File: src/rtl/aes_serial_host.sv
// ---------------------------------------------------------------------------
// aes_serial_host
//
// Host-side initiator for the bit-serial AES core interface. It accepts a
// 128-bit block and a key in parallel and shifts them into the core LSB-first
// while cs is high. It then drops cs and waits for the core's finished flag,
// raises cs again and shifts the 128-bit result back into data_out.
//
// Parameters:
//   NK       key length in 32-bit words (4, 6 or 8); KEY_W = 32*NK
//   TIMEOUT  maximum number of WAIT cycles when the watchdog is built in
//
// Ports:
//   clk       sole clock, rising edge
//   rst       synchronous, active-low reset
//   start     request pulse, accepted only while idle
//   data_in   128-bit block, captured on an accepted start
//   key_in    KEY_W-bit key, captured on an accepted start
//   busy      high whenever the host is not idle
//   done      one-cycle pulse when data_out is updated
//   err       one-cycle pulse on a watchdog abort (always 0 without it)
//   data_out  last received result, held until the next done
//   cs        chip select to the core
//   miso      serial data to the core
//   mosi      serial data from the core
//   finished  core completion flag
//
// Optional feature: define AES_HOST_TIMEOUT_EN to build the WAIT watchdog.
// ---------------------------------------------------------------------------
module aes_serial_host #(
   parameter int NK      = 8,
   parameter int TIMEOUT = 64
) (
   input  logic              clk,
   input  logic              rst,
   input  logic              start,
   input  logic [127:0]      data_in,
   input  logic [32*NK-1:0]  key_in,
   output logic              busy,
   output logic              done,
   output logic              err,
   output logic [127:0]      data_out,
   output logic              cs,
   output logic              miso,
   input  logic              mosi,
   input  logic              finished
);

   localparam int KEY_W   = 32 * NK;
   localparam int SHIFT_W = 128 + KEY_W;

   // Last bit index for each serial phase, sized to the 9-bit bit counter.
   localparam logic [8:0] LOAD_LAST = 9'(SHIFT_W - 1);
   localparam logic [8:0] READ_LAST = 9'd127;

   // Reject parameter values the serial protocol and 8-bit watchdog cannot handle.
   if (NK != 4 && NK != 6 && NK != 8) begin : gBadNk
      $error("aes_serial_host: NK must be 4, 6 or 8");
   end
   if (TIMEOUT < 1 || TIMEOUT > 256) begin : gBadTimeout
      $error("aes_serial_host: TIMEOUT must be in 1..256");
   end

   typedef enum logic [2:0] {
      IDLE,
      SETUP,
      LOAD,
      WAIT,
      TURN,
      READ
   } stateT;

   stateT              state;
   logic [SHIFT_W-1:0] shiftReg;
   logic [8:0]         bitCount;
   logic [126:0]       result;

`ifdef AES_HOST_TIMEOUT_EN
   logic [7:0]         watchdog;
`else
   assign err = 1'b0;
`endif

   // Single sequencer: every output is a register updated here.
   // The transmit register shifts right so its bit 0 is always the next bit
   // on miso; the receive register shifts right with mosi entering at the top,
   // so after 127 shifts plus the final mosi bit the first bit lands at bit 0.
   always_ff @(posedge clk) begin
      if (!rst) begin
         state    <= IDLE;
         shiftReg <= '0;
         bitCount <= '0;
         result   <= '0;
         data_out <= '0;
         busy     <= 1'b0;
         done     <= 1'b0;
         cs       <= 1'b0;
         miso     <= 1'b0;
`ifdef AES_HOST_TIMEOUT_EN
         err      <= 1'b0;
         watchdog <= '0;
`endif
      end else begin
         done <= 1'b0;
`ifdef AES_HOST_TIMEOUT_EN
         err  <= 1'b0;
`endif
         case (state)
            IDLE: begin
               cs   <= 1'b0;
               miso <= 1'b0;
               if (start) begin
                  shiftReg <= {key_in, data_in};
                  bitCount <= '0;
                  state    <= SETUP;
                  busy     <= 1'b1;
                  cs       <= 1'b1;
               end
            end

            SETUP: begin
               miso     <= shiftReg[0];
               shiftReg <= shiftReg >> 1;
               bitCount <= '0;
               state    <= LOAD;
            end

            LOAD: begin
               if (bitCount == LOAD_LAST) begin
                  cs    <= 1'b0;
                  miso  <= 1'b0;
                  state <= WAIT;
`ifdef AES_HOST_TIMEOUT_EN
                  watchdog <= '0;
`endif
               end else begin
                  miso     <= shiftReg[0];
                  shiftReg <= shiftReg >> 1;
                  bitCount <= bitCount + 9'd1;
               end
            end

            WAIT: begin
               if (finished) begin
                  cs    <= 1'b1;
                  state <= TURN;
               end
`ifdef AES_HOST_TIMEOUT_EN
               else if (watchdog == 8'(TIMEOUT - 1)) begin
                  err   <= 1'b1;
                  busy  <= 1'b0;
                  state <= IDLE;
               end else begin
                  watchdog <= watchdog + 8'd1;
               end
`endif
            end

            TURN: begin
               bitCount <= '0;
               state    <= READ;
            end

            READ: begin
               result <= {mosi, result[126:1]};
               if (bitCount == READ_LAST) begin
                  data_out <= {mosi, result};
                  done     <= 1'b1;
                  busy     <= 1'b0;
                  cs       <= 1'b0;
                  state    <= IDLE;
               end else begin
                  bitCount <= bitCount + 9'd1;
               end
            end

            default: begin
               state <= IDLE;
               busy  <= 1'b0;
               cs    <= 1'b0;
               miso  <= 1'b0;
            end
         endcase
      end
   end

endmodule

File: config.mk
export PLATFORM = sky130hd
export DESIGN_NAME = aes_serial_host
export DESIGN_NICKNAME = d
export VERILOG_FILES = /design/src/rtl/aes_serial_host.sv
export SDC_FILE = /design/constraint.sdc
export NUM_CORES = 1
export LEC_CHECK = 0
export CAP_MARGIN = 10
export CORE_AREA = 3 3 235 237
export CTS_BUF_LIST = sky130_fd_sc_hd__clkbuf_8 sky130_fd_sc_hd__clkbuf_16
export DETAILED_ROUTE_END_ITERATION = 16
export DIE_AREA = 0 0 238 240
export HOLD_SLACK_MARGIN = 0.03
export PLACE_DENSITY_LB_ADDON = 0.3
export SETUP_SLACK_MARGIN = 0.15
export SLEW_MARGIN = 10
export SYNTH_ARGS = -nofsm -noshare
export SYNTH_HDL_FRONTEND = slang
export SYNTH_SLANG_ARGS = --single-unit
File: constraint.sdc
create_clock -name clk -period 5.25 [get_ports clk]
set_input_delay 0.7875 -clock clk [delete_from_list [all_inputs] [get_ports clk]]
set_output_delay 0.7875 -clock clk [all_outputs]
set_load 0.01 [all_outputs]
* Word-level counts from Yosys, hierarchy flattened
Cells that the tools add are included. Widths: inputs -> output; s select.
Word-level totals: output and inout port bits 133, word-level logic and storage cells 60, register bits 655
Cells by class: reduce and logical (&&, ||, !) cells 13, bitwise logic cells 2, eq/ne operators 13, add/subtract/negate cells 1, multiplexer cells 22
Operators with widths (count):
- $pmux 384 s3 | 1
- $mux 384 | 2
- $pmux 9 s4 | 1
- $mux 9 | 3
- $pmux 3 s6 | 1
- $mux 3 | 4
- $ne 2x2->1 const B | 6
- $reduce_and 4->1 | 3
- $add 9x1->9 const B | 1
- $eq 9x7->1 const B | 1
- $eq 9x9->1 const B | 1
- $mux 1 | 7
- $eq 3x2->1 const B | 2
- $eq 3x3->1 const B | 2
- $pmux 1 s3 | 2
- $reduce_and 3->1 | 2
- $pmux 1 s5 | 1
- $reduce_and 2->1 | 2
- $reduce_bool 4->1 | 1
- $reduce_or 4->1 | 1
- $eq 3x1->1 const B | 1
- $logic_not 3->1 | 1
- $reduce_bool 3->1 | 1
- $reduce_or 3->1 | 1
- 2 further kinds | 3

* Logic depth before layout (Yosys ltp)
word-level depth 4, mapped depth 8, mapped depth without buffers 5

* Worst setup path before layout
No wires, ideal clock.
path type input -> register, start in rst, end reg data_out[0], required time 5.118 ns, setup slack 3.401 ns, stages on the path 5, arrival time 1.717 ns, cells stage by stage inv_2 -> clkbuf_1 -> clkbuf_1 -> clkbuf_1 -> a21oi_1
RTL lines:
- start, declared | RTL line 35 | input logic rst,
- end signal, assigned | RTL line 167 | data_out <= {mosi, result};
- end, declared | RTL line 42 | output logic [127:0] data_out,
No word-level cell between the ends.

* Final worst setup path
start reg bitCount[0], end reg shiftReg[178]
On the way: cells in the longest elaborated chain, start to end 3
Ends and longest elaborated chain:
- start, declared | RTL line 75 | logic [8:0] bitCount;
- start signal, assigned | RTL line 139 | bitCount <= bitCount + 9'd1;
- start signal, assigned | RTL line 173 | bitCount <= bitCount + 9'd1;
- $eq 9x9->1 | RTL line 129 | if (bitCount == LOAD_LAST) begin
- $ne 2x2->1 (no line)
- $reduce_and 3->1 (no line)
- end signal, assigned | RTL line 113 | shiftReg <= {key_in, data_in};
- end signal, assigned | RTL line 123 | shiftReg <= shiftReg >> 1;
- end signal, assigned | RTL line 138 | shiftReg <= shiftReg >> 1;
- end, declared | RTL line 74 | logic [SHIFT_W-1:0] shiftReg;
No other way between the ends. A chain may end at the register's enable or synchronous reset.

==> impl_results.md <==
- Placed Area: between 30000 and 40000 um2
- Placeable Area: around 53000 um2
- Buf/Inv on CP: 2
- Total power: 14.2 mW
- Internal Pwr Total: 9.86 mW
- Die Y: around 240 um
- Max Slew Vio Count: 0
- CP top delay family: buffers and inverters
- Synth area leader: dfxtp_1
- CTS tree: yes
- Die W: 238 um
- CTS sink count: 655
- Type of the worst min-delay path: reg2reg
- Average vias per placed instance: slightly below 6
- LEAKAGE: 12.4 nW
- Placed insts: roughly 4300
- Type of origin of the critical path: flop
- Worst Tran Pin Value: 1.25 ns
- Syn Inst Count: approximately 3400
- Setup bufs post-CTS: 0
- Worst skew pair latency: roughly 0.62 ns
- Number of distinct library cells after synthesis: 51
- Critical path class: reg2reg
- Share of the synthesized area in the top cell type: 44.7%
- Post-route DRC: 0
- Min Tclk post-route: 3.33 ns
- Initial Util: 54.8%
- CP Cell Sequence: ha_1, and4_1, nand3_4, buf_4, buf_12, a21oi_1, a311oi_2
- Vias: 25852
- Nets: between 4000 and 5000
- Post-detail-place hpwl: 50600 um
- H-tree Lvls: 3
- Ranking of synthesized cells by area: dfxtp_1 (45%), a311oi_2 (19%), nand2_1 (16%)
- Core Rows: 85
- Cell Area, Synth: 29300 um2
- Reg power frac: 41.3%
- Max-cap viol count: 0
- Largest family of logic cells by synthesized area: compound AO/OA/AOI/OAI gates
- CP endpoint kind: flop
- CTS root buf: clkbuf_16
- Psw: 4.37 mW
- Fraction of synthesized area in multiplexers: 0.107%
- Arrival @ worst endpoint: about 3.8 ns
- Logic pwr share: 22.6%
- Starting DRT DRC Count: 2263
- Clock skew: 0.0308 ns
- CTS max path bufs: 3
- Max Fclk: 301 MHz
- Fill count: 4184
- Reg2Reg Depth: 7
- Largest net degree at the start of global routing: 236
- Gr ovfl total: 0
- DR pass1 iterations: 5
- Final period util: roughly 63%
- Final Setup Violations: 0
- Post-synthesis simple-gate area fraction: 17.4%
- PwrDens: 389 nW/um2
- Clk slew on worst S/H paths: 0.06 ns
- Post-CTS Resized: 0
- ANT nets after route: 0
- Avg WL per Cell: 18.5 um
- Die ar.: 57100 um2
- Critical-path maximum fanout: 229
- # port buffers: 520
- Crit path required time: 5.77 ns
- Number of synthesized flops with an enable pin: 0
- Post-synthesis async set-or-reset flop share: 0%
- Syn_area_per_cell: about 8.6 um2
- Final Hold Viols: 0
- Cts-stage hold buffer count: 0
- Hold Path Stages: 2
- Status: complete, no violations
- Layout cell share with drive strength beyond 1: 14.4%
- Total track usage: 27.5%
- Post-synthesis xor/xnor area fraction: 0.0298%
- RSZ-0062 raised after global routing: no
- Global-route wire length before repair: ~130000 um
- Synth warn: 0
- Seq/Total Area, Yosys: between 40% and 50%
- Area Growth Syn to Fin: 24.7%
- Setup tns final: 0 ns
- Vias in the first global route: 24090
- #FFs+latches synth: 655
- Top_reg_cell synth: dfxtp_1
- VDD IR-drop max: 0.000228 V
- Worst path max stage delay: 0.81 ns
- Slowest-stage cell, CP: buf_12
- Sw frac: 30.7%
- Post-Layout Inst Area: 36600 um2
- Final Non-Filler Cells: between 4000 and 5000
- Hold Worst Slack: 0.450 ns
- CTS Buf Count: 70
- Clock power share: between 30% and 40%
- Syn Nets: 3800
- Final Wtd Congestion: 0.827
- Max-slew headroom: 16.5%
- Levels on crit path: 7
- Drt total wl: 82500 um
- Adder-cell share of the synthesized area: less than 1%
- Compound-cell area share of the yosys netlist: ~31%
- Antenna violations before repair: 19
- I/O pin total: between 500 and 600
state kept, by name (all words and copies together) (netlist names):
signal / cells
state: 3
data_out: 128
shiftReg: 384
busy: 1
cs: 1
miso: 1
bitCount: 9
result: 127
done: 1
layout make-up:
cell class / count / area (um2) / area share [%]
clock inverters: 36 / 409 / 1.12
inverters: 12 / 52.6 / 0.144
clock buffers: 91 / 2040 / 5.58
flip-flops and latches: 655 / 13100 / 35.8
repair buffers: 560 / 5720 / 15.6
well taps: 696 / 871 / 2.38
diodes: 16 / 40.0 / 0.109
multi-input cells: 2395 / 14400 / 39.2
Yosys cell counts (all sizes together) (2+ instances only):
cell     number
nor2          9
o2111ai       2
nor3b         2
o211ai       13
mux2i         2
nand3b        2
nand3        10
o221ai        2
nand2b        2
a311o         2
dfxtp       655
a311oi      383
nand2      1284
o21a          4
a21oi       645
or4           2
nor3          4
clkbuf      143
and3          4
o21ai         4
buf         205
inv          12
power groups by stage:
stage | Sequential, mW | Clock [mW] | Combinational, mW
floorplan | 5.87 | 0 | 2.58
global placement | 5.95 | 0 | 3.14
detailed placement | 5.95 | 0 | 3.20
CTS | 5.86 | 5.22 | 3.21
global route | 5.93 | 5.41 | 3.50
finish | 5.87 | 5.15 | 3.21
tightest hold or removal path: cells and delay by family, from the launching register on:
kind	cells	cell delay, ns
DFF	1	0.30
and+or+nand+nor	1	0.05
AOI/OAI and AO/OA	1	0.05
kinds of logic (layout without fill, tap and decap cells):
family                     Yosys count  in the layout
and+or+nand+nor                   1327           1327
AOI/OAI and AO/OA                 1062           1062
DFF                                655            655
buffers and inverters              360            699
muxes                                3              3
adders and majority gates            1              1
other                                1             17
xor gates and xnor gates             1              1
per-layer routing:
| layer | global-route usage, % | share of wire [%] |
|---|---|---|
| met5 | 0 | 0.14 |
| met2 | 43.6 | 47 |
| met1 | 37.3 | 43 |
| met3 | 7.04 | 7.3 |
| met4 | 8.32 | 2.8 |
metrics by stage:
stage                     util, %  setup slack, ns
after floorplan                 -             3.40
after global placement       63.8             2.16
after global routing         68.4             1.81
after detailed placement     63.8             2.11
final                        68.4             1.92
after CTS                    68.3             2.04
cell usage in the layout, fill, tap and decap left out, types with 8 or more instances in the layout:
cell and count:
a311oi_2 370, clkinv_2 9, inv_1 23, buf_12 17
clkbuf_16 70, a21oi_1 644, clkdlybuf4s50_1 520, buf_4 23
nand2_1 1283, nand3_1 8, nor2_1 8, clkbuf_8 21
a311oi_1 13, o211ai_1 12, diode_2 16, dfxtp_1 655
path summary, 6_finish.rpt:
path                                    from  slack [ns]             to
worst min register to register  data_out[86]        0.45   data_out[86]
worst min-delay path            data_out[86]        0.45   data_out[86]
worst max-delay path             bitCount[0]        1.92  shiftReg[178]
worst max register to register   bitCount[0]        1.92  shiftReg[178]
No activity file was read; power rests on OpenSTA's default activity.
